File: config.mk
export PLATFORM = sky130hd
export DESIGN_NAME = motor_bridge_driver_flat
export DESIGN_NICKNAME = d
export VERILOG_FILES = /design/src/rtl/motor_bridge_if.sv /design/src/rtl/motor_bridge_driver.sv /design/src/flat_wrapper.sv
export SDC_FILE = /design/constraint.sdc
export NUM_CORES = 1
export LEC_CHECK = 0
export BUFFER_PORTS_ARGS = -buffer_cell sky130_fd_sc_hd__buf_4
export CAP_MARGIN = 0
export CORE_MARGIN = 1
export CORE_UTILIZATION = 60
export DETAILED_ROUTE_END_ITERATION = 7
export PLACE_DENSITY = 0.8
export SYNTH_ARGS = -nofsm -noshare
export SYNTH_HDL_FRONTEND = slang
export SYNTH_SLANG_ARGS = --single-unit
export TNS_END_PERCENT = 30
File: constraint.sdc
create_clock -name clk -period 2.8 [get_ports clk]
set_input_delay 0.42 -clock clk [delete_from_list [all_inputs] [get_ports clk]]
set_output_delay 0.42 -clock clk [all_outputs]
set_load 0.005 [all_outputs]
File: src/rtl/motor_bridge_if.sv
// Bundles the direction-select inputs and bridge drive outputs of motor_bridge_driver.
// The master drives the requests and the slave drives the bridge pins.
interface motor_bridge_if #(
   parameter int PWM_BITS = 8
);
   logic [7:0]          sel;
   logic [PWM_BITS-1:0] duty;
   logic                enable;
   logic                fault_clr;
   logic [3:0]          in1;
   logic [3:0]          in2;
   logic [3:0]          busy;
   logic [3:0]          fault;

   modport master (
      output sel, duty, enable, fault_clr,
      input  in1, in2, busy, fault
   );

   modport slave (
      input  sel, duty, enable, fault_clr,
      output in1, in2, busy, fault
   );
endinterface

File: src/rtl/motor_bridge_driver.sv
// Four-motor H-bridge driver: per-motor direction FSM with enforced dead time,
// a shared PWM speed signal, and sticky faults for illegal select codes.
//
//   state   | meaning
//   --------+-------------------------------------------------------------
//   S_OFF   | bridge idle, both inputs low, no dead time owed
//   S_DRIVE | bridge driven in dir_q, gated by pwm_on
//   S_DEAD  | both inputs held low for DEAD_CYCLES clocks after leaving DRIVE
module motor_bridge_driver #(
   parameter int PWM_BITS    = 8,
   parameter int DEAD_CYCLES = 50,
   parameter int DEAD_W      = 8
) (
   input logic          clk,
   input logic          rst,
   motor_bridge_if.slave bus
);

   typedef enum logic [1:0] {
      S_OFF   = 2'd0,
      S_DRIVE = 2'd1,
      S_DEAD  = 2'd2
   } state_t;

   localparam logic [1:0]        D_NONE    = 2'b00;
   localparam logic [1:0]        D_FWD     = 2'b01;
   localparam logic [1:0]        D_REV     = 2'b10;
   localparam logic [DEAD_W-1:0] DEAD_INIT = DEAD_W'(DEAD_CYCLES - 1);

   logic [PWM_BITS-1:0] pwm_cnt;
   logic [PWM_BITS-1:0] duty_q;
   logic                pwm_on;

   state_t              state_q [4];
   state_t              state_d [4];
   logic [1:0]          dir_q   [4];
   logic [1:0]          dir_d   [4];
   logic [DEAD_W-1:0]   cnt_q   [4];
   logic [DEAD_W-1:0]   cnt_d   [4];
   logic [1:0]          req     [4];

   logic [3:0]          in1_q;
   logic [3:0]          in2_q;
   logic [3:0]          busy_q;
   logic [3:0]          fault_q;

   // Duty is only picked up at the period boundary so a mid-period write
   // cannot produce a runt or stretched pulse.
   always_ff @(posedge clk or posedge rst) begin
      if (rst) begin
         pwm_cnt <= '0;
         duty_q  <= '0;
      end else begin
         pwm_cnt <= pwm_cnt + PWM_BITS'(1);
         if (&pwm_cnt) duty_q <= bus.duty;
      end
   end

   assign pwm_on = (pwm_cnt < duty_q);

   // Illegal codes and a global disable both collapse to a coast request.
   always_comb begin
      for (int i = 0; i < 4; i++) begin
         req[i] = D_NONE;
         if (bus.enable && (bus.sel[2*i +: 2] == D_FWD || bus.sel[2*i +: 2] == D_REV))
            req[i] = bus.sel[2*i +: 2];
      end
   end

   always_ff @(posedge clk or posedge rst) begin
      if (rst) begin
         for (int i = 0; i < 4; i++) begin
            state_q[i] <= S_OFF;
            dir_q[i]   <= D_NONE;
            cnt_q[i]   <= '0;
         end
      end else begin
         for (int i = 0; i < 4; i++) begin
            state_q[i] <= state_d[i];
            dir_q[i]   <= dir_d[i];
            cnt_q[i]   <= cnt_d[i];
         end
      end
   end

   always_comb begin
      for (int i = 0; i < 4; i++) begin
         state_d[i] = state_q[i];
         dir_d[i]   = dir_q[i];
         cnt_d[i]   = cnt_q[i];
         case (state_q[i])
            S_OFF: begin
               if (req[i] != D_NONE) begin
                  state_d[i] = S_DRIVE;
                  dir_d[i]   = req[i];
               end
            end
            S_DRIVE: begin
               if (req[i] != dir_q[i]) begin
                  state_d[i] = S_DEAD;
                  cnt_d[i]   = DEAD_INIT;
               end
            end
            S_DEAD: begin
               // The interval always runs to completion; only the request
               // present at expiry decides where we go.
               if (cnt_q[i] != '0) begin
                  cnt_d[i] = cnt_q[i] - DEAD_W'(1);
               end else if (req[i] != D_NONE) begin
                  state_d[i] = S_DRIVE;
                  dir_d[i]   = req[i];
               end else begin
                  state_d[i] = S_OFF;
                  dir_d[i]   = D_NONE;
               end
            end
            default: begin
               state_d[i] = S_OFF;
               dir_d[i]   = D_NONE;
               cnt_d[i]   = '0;
            end
         endcase
      end
   end

   always_ff @(posedge clk or posedge rst) begin
      if (rst) begin
         in1_q   <= '0;
         in2_q   <= '0;
         busy_q  <= '0;
         fault_q <= '0;
      end else begin
         for (int i = 0; i < 4; i++) begin
            in1_q[i]  <= (state_q[i] == S_DRIVE) && (dir_q[i] == D_FWD) && pwm_on;
            in2_q[i]  <= (state_q[i] == S_DRIVE) && (dir_q[i] == D_REV) && pwm_on;
            busy_q[i] <= (state_q[i] == S_DEAD);
            if (bus.sel[2*i +: 2] == 2'b11)
               fault_q[i] <= 1'b1;
            else if (bus.fault_clr)
               fault_q[i] <= 1'b0;
         end
      end
   end

   assign bus.in1   = in1_q;
   assign bus.in2   = in2_q;
   assign bus.busy  = busy_q;
   assign bus.fault = fault_q;

endmodule

File: src/flat_wrapper.sv
// flat-port wrapper written by rule: the top's interface ports become plain ports
module motor_bridge_driver_flat 
#(
   parameter int PWM_BITS    = 8,
   parameter int DEAD_CYCLES = 50,
   parameter int DEAD_W      = 8
)
  (clk, rst, bus_sel, bus_duty, bus_enable, bus_fault_clr, bus_in1, bus_in2, bus_busy, bus_fault);
  motor_bridge_if #(.PWM_BITS(PWM_BITS)) bus_i ();
  input logic clk;
  input logic rst;
  input wire logic [$bits(bus_i.sel)-1:0] bus_sel;
  input wire logic [$bits(bus_i.duty)-1:0] bus_duty;
  input wire logic [$bits(bus_i.enable)-1:0] bus_enable;
  input wire logic [$bits(bus_i.fault_clr)-1:0] bus_fault_clr;
  output wire logic [$bits(bus_i.in1)-1:0] bus_in1;
  output wire logic [$bits(bus_i.in2)-1:0] bus_in2;
  output wire logic [$bits(bus_i.busy)-1:0] bus_busy;
  output wire logic [$bits(bus_i.fault)-1:0] bus_fault;
  assign bus_i.sel = bus_sel;
  assign bus_i.duty = bus_duty;
  assign bus_i.enable = bus_enable;
  assign bus_i.fault_clr = bus_fault_clr;
  assign bus_in1 = bus_i.in1;
  assign bus_in2 = bus_i.in2;
  assign bus_busy = bus_i.busy;
  assign bus_fault = bus_i.fault;
  motor_bridge_driver #(.PWM_BITS(PWM_BITS), .DEAD_CYCLES(DEAD_CYCLES), .DEAD_W(DEAD_W)) u_core (.clk(clk), .rst(rst), .bus(bus_i));
endmodule
; After elaboration in Yosys (flattened, before gate mapping)
; Index checks and enable logic that the tools add are counted.
[op_classes]
add_sub_neg = 5
n_mux = 57
n_eq_ne = 48
n_lt_le_gt_ge = 1
n_reduce_logical = 53
n_bitwise = 8
[op_table]
columns = op, count
row1 = 8-bit case mux with 3 select lines, 4
row2 = 8-bit two-way mux, 8
row3 = 2-bit two-way mux, 28
row4 = 2-bit case mux with 3 select lines, 8
row5 = 3-bit AND reduction, 12
row6 = 2-bit == test (second input constant), 16
row7 = 8-bit nonzero test, 4
row8 = 8-bit by 1-bit subtractor with 8-bit output (second input constant), 4
row9 = 2-bit by 1-bit == test with 1-bit output (second input constant), 12
row10 = 2-bit by 1-bit inequality test with 1-bit output (second input constant), 12
row11 = 1-bit logical AND, 20
row12 = 2-bit nonzero test, 8
row13 = 1-bit two-way mux, 9
row14 = 8-bit by 1-bit adder with 8-bit output (second input constant), 1
row15 = 2-bit zero test, 4
row16 = 8-bit < comparator, 1
row17 = 2-bit inequality test, 4
row18 = 2-bit inequality test (second input constant), 4
row19 = 1-bit inverter, 8
row20 = 8-bit AND reduction, 1
row21 = 1-bit logical OR, 4
[totals]
reg_bits = 80
output_inout_bits = 16

; Depth between registers and ports, before layout
[logic_depth]
ltp_word = 8
ltp_mapped = 8
mapped_depth_nobuf = 7

; Worst setup path after synthesis
; OpenSTA, ideal clock, no wires.
[synth_path]
path_kind = reg2reg
from = register u_core.state_q[6] in the netlist's numbering
to = register u_core.cnt_q[24] in the netlist's numbering
arrival_ns = 1.829
synth_period_minus_slack_ns = 1.947
path_stages_with_launch = 7
path_slack_ns = 0.853
required_time_ns = 2.682
cell_sequence = dfrtp_1 > inv_1 > ha_1 > or3b_2 > o311ai_1 > o21ai_0 > a21o_1
[synth_between]
elab_chain_len = 3
word_cells_on_any_way = 8
cone_classes = eq/ne (4) / mux (1) / bitwise (1) / reduce/logical (2)
[synth_rtl]
columns = item, line_no
row1 = "start, declared", motor_bridge_driver.sv:34  ; state_t state_q [4];
row2 = "start signal, assigned by index", motor_bridge_driver.sv:79  ; state_q[i] <= state_d[i];
row3 = "2-bit by 1-bit == test with 1-bit output, or another cell as far along", motor_bridge_driver.sv:91  ; case (state_q[i])
row4 = 2-bit by 1-bit inequality test with 1-bit output (no line) / 1-bit inverter (equally long branches), -
row5 = 3-bit AND reduction (no line), -
row6 = "end signal, assigned by index", motor_bridge_driver.sv:81  ; cnt_q[i] <= cnt_d[i];
row7 = "end, declared", motor_bridge_driver.sv:38  ; logic [DEAD_W-1:0] cnt_q [4];
; Parallel ways exist; a longest one is shown, timed or not.
; A chain may end at the register's enable or synchronous reset.

; Worst setup path in the final report
[layout_path]
from = register u_core.state_q[6] in the netlist's numbering
to = register u_core.cnt_q[28] in the netlist's numbering
; Same word-level chain as after synthesis.

==> flow_metrics.env <==
export IMPL_cp_required_ns=3.05
export IMPL_skew_ns=0.01302
export IMPL_dp_hpwl_um=7334
export IMPL_cts_setup_buffers=0
export IMPL_fin_nets=588
export IMPL_antenna_found_initial=0
export IMPL_clk_pin_slew_ns=0.09
export IMPL_grt_max_degree=81
export IMPL_hold_slack_ns=0.1341
export IMPL_drtIter0Drc=282
export IMPL_arrival_ns=2.45
export IMPL_crit_path_end_kind="flip-flop"
export IMPL_synth_seq_cells=80
export IMPL_die_h_um=91.71
export IMPL_finalMaxSlewViolations=0
export IMPL_cpLargestDelayFamily="simple AND/OR/NAND/NOR gates"
export IMPL_hold_viol_final=0
export IMPL_synth_area_leaders="dfrtp_1 (41%), ha_1 (10%), inv_1 (3.6%)"
export IMPL_synth_edf_count=0
export IMPL_numCtsBuffers=9
export IMPL_synth_top_family_by_area="compound AO/OA/AOI/OAI gates"
export IMPL_synth_cells=491
export IMPL_power_density_mw_per_mm2=1054
export IMPL_crit_chain="inv_1, ha_1, or3b_2, o31ai_4, nor2_1, a32o_1"
export IMPL_ys_types=66
export IMPL_clkLatencyLatePin_ns=0.36
export IMPL_status="finished clean"
export IMPL_relSlewSlack_pct=45.64
export IMPL_tightestPinTransition_ns=0.8079
export IMPL_clock_path_buffers=2
export IMPL_crit_path_start_kind="flip-flop"
export IMPL_synth_fa_ha_area_share_pct=10.37
export IMPL_startpoint="u_core.state_q[6]$_DFFE_PP0P_"
export IMPL_post_route_period_util_pct=78.50
export IMPL_crit_type="reg -> reg"
export IMPL_ys_warn_count=0
export IMPL_post_cts_resized=0
export IMPL_p_int_mw=3.161
export IMPL_grt_total_usage_pct=25.84
export IMPL_synth_area_mux_share_pct=3.757
export IMPL_power_share_switching_pct=44.47
export IMPL_drc_errors=0
export IMPL_firstDrtPassIters=7
export IMPL_fp_row_count=32
export IMPL_setup_viol=0
export IMPL_fill_cells=600
export IMPL_synth_largest_area_cell="dfrtp_1"
export IMPL_wl_um=10170
export IMPL_pre_cts_ws_ns=0.4822
export IMPL_synthXorXnorAreaFrac_pct=1.814
export IMPL_crit_fanout=7
export IMPL_pwr_share_clk_pct=16.0
export IMPL_crit_buf_inv=1
export IMPL_cts_tree="built"
export IMPL_ys_seq_area_share_pct=41.46
export IMPL_hold_path_class="in -> async"
export IMPL_num_antenna_cells=0
export IMPL_synthSimpleGateAreaFrac_pct=17.70
export IMPL_grt_overflow=0
export IMPL_area_growth_pct=11.82
export IMPL_num_vias=3931
export IMPL_regToRegStartpoint="u_core.state_q[6]$_DFFE_PP0P_"
export IMPL_synth_compound_area_share_pct=20.29
export IMPL_ioPinCount=36
export IMPL_start_util_pct=62.16
export IMPL_syn_area_mm2=0.004828
export IMPL_synthArstFlopShare_pct=100.0
export IMPL_synth_most_common_cell="dfrtp_1"
export IMPL_max_freq_mhz=454.9
export IMPL_htreeDepth=3
export IMPL_ant_nets=0
export IMPL_numPortBuffers=35
export IMPL_first_global_vias=3728
export IMPL_via_per_inst=6.200
export IMPL_synth_common_cells="dfrtp_1 (80), inv_1 (46), ha_1 (40), nor2_1 (37), nand2_1 (36)"
export IMPL_p_leak_nw=2.665
export IMPL_ir_worst_vdd_v=0.0005419
export IMPL_drive_gt1_share_pct=14.29
export IMPL_cts_sinks=80
export IMPL_maxCapViolations=0
export IMPL_holdBufCountCts=0
export IMPL_ys_flop_type="dfrtp_1"
export IMPL_place_gp_congestion=0.8803
export IMPL_rsz0062_at_grt="no"
export IMPL_wl_per_cell_um=16.04
export IMPL_critPathSlowestCell="or3b_2"
export IMPL_die_area_mm2=0.008410
export IMPL_finalWorstSetupSlack_ns=0.6019
export IMPL_syn_num_nets=551
export IMPL_p_seq_share_pct=31.9
export IMPL_seqCellArea_mm2=0.002002
export IMPL_cpPeakStageDelay_ns=0.54
export IMPL_multiInputGateArea_mm2=0.002604
export IMPL_yosysTopAreaCellShare_pct=41.46
export IMPL_p_comb_share_pct=52.0
export IMPL_power_net_switching_mw=2.532
export IMPL_avgSynthCellArea_um2=9.834
export IMPL_core_area_mm2=0.007767
export IMPL_clock_tree_root_cell="clkbuf_8"
export IMPL_period_minus_slack_ns=2.198
export IMPL_die_w_um=91.71
export IMPL_setup_tns_ns=0
export IMPL_grt_pass1_wl_um=17270
-- power groups by stage --
stage	combinational [mW]	clock [mW]	sequential, mW
floorplan	2.31	0	1.73
global placement	2.81	0	1.82
detailed placement	2.90	0	1.83
CTS	2.93	0.924	1.81
global route	3.27	0.973	1.87
finish	2.96	0.913	1.82
-- cell usage in the layout (no fill, tap or decap), types with 4 or more instances in the layout --
cell,synthesis,routed
inv_1,46,45
a21o_1,9,9
mux2_2,4,4
nand2b_1,6,6
buf_4,2,36
xnor2_1,4,4
o21ai_1,4,4
nand2_1,36,36
nor2_1,37,37
o2bb2ai_1,8,8
o21ai_0,24,24
and4_1,8,8
xor2_1,6,6
o21bai_1,4,4
nor4_1,6,6
nand3_1,12,12
mux2i_1,8,8
o22ai_1,4,4
nand4_1,6,6
clkbuf_8,0,9
ha_1,40,40
a21oi_1,17,17
dfrtp_1,80,80
o41ai_1,5,5
o211a_1,5,5
o31ai_1,18,18
nor3_1,12,12
mux2_1,5,5
or3_1,6,6
o211ai_1,6,6
-- state kept, by name (all words and copies together), names as in the netlist --
register	count
u_core.state_q	8
u_core.bus.busy	4
u_core.bus.in2	4
u_core.dir_q	8
u_core.cnt_q	32
u_core.bus.fault	4
u_core.bus.in1	4
u_core.duty_q	8
u_core.pwm_cnt	8
-- through the flow --
| stage | instances | power (mW) | instance area [µm²] | util (%) |
|---|---|---|---|---|
| 2_1_floorplan | 491 | 4.040 | 4828 | - |
| 3_3_place_gp | 619 | 4.625 | 5197 | 66.91 |
| 3_5_place_dp | 619 | 4.734 | 5197 | 66.91 |
| 4_1_cts | 634 | 5.663 | 5399 | 69.51 |
| 5_1_grt | 634 | 6.111 | 5399 | 69.51 |
| 6_report | 634 | 5.693 | 5399 | 69.51 |
-- layout make-up --
class	count	area share (%)
Sequential cell	80	37.08
Multi-Input combinational cell	354	48.23
Timing Repair Buffer	37	5.377
Tap cell	102	2.364
Clock inverter	4	1.298
Inverter	46	3.221
Clock buffer	11	2.433
-- worst reg2reg max path, stage by stage, from the launching register on --
cell     delay, ns
dfrtp_1       0.43
inv_1         0.10
ha_1          0.28
or3b_2        0.54
o31ai_4       0.33
nor2_1        0.13
a32o_1        0.29
-- final timing paths --
check | endpoint | slack (ns) | cells after the start
min reg2reg | u_core.bus.fault[1]$_DFFE_PP0P_ | 0.49 | 1
min | u_core.duty_q[6]$_DFFE_PP0P_ | 0.13 | 3
max in group asynchronous | u_core.bus.in1[2]$_DFF_PP0_ | 2.33 | 3
max | u_core.cnt_q[28]$_DFFE_PP0P_ | 0.60 | 6
max reg2reg | u_core.cnt_q[28]$_DFFE_PP0P_ | 0.60 | 6
min in group clk | u_core.duty_q[6]$_DFFE_PP0P_ | 0.26 | 3
-- routing by layer --
layer / share of wire, % / vias up / global-route usage (%)
li1: - / 1862 / -
met1: 45 / 1897 / 36.46
met2: 46 / 149 / 39.72
met3: 5.9 / 23 / 3.731
met4: 2.4 / 0 / 11.59
met5: 0 / - / 0
-- cell families (layout without fill, tap and decap cells) --
family / count (synthesis) / after routing
buffers and inverters: 57 / 98
XOR/XNOR: 10 / 10
AND/OR/NAND/NOR: 155 / 155
flip-flops: 80 / 80
multiplexers: 17 / 17
AO/OA/AOI/OAI: 132 / 132
adder cells (fa/ha/maj): 40 / 40
Note: power is estimated with default switching activity, not from simulation.
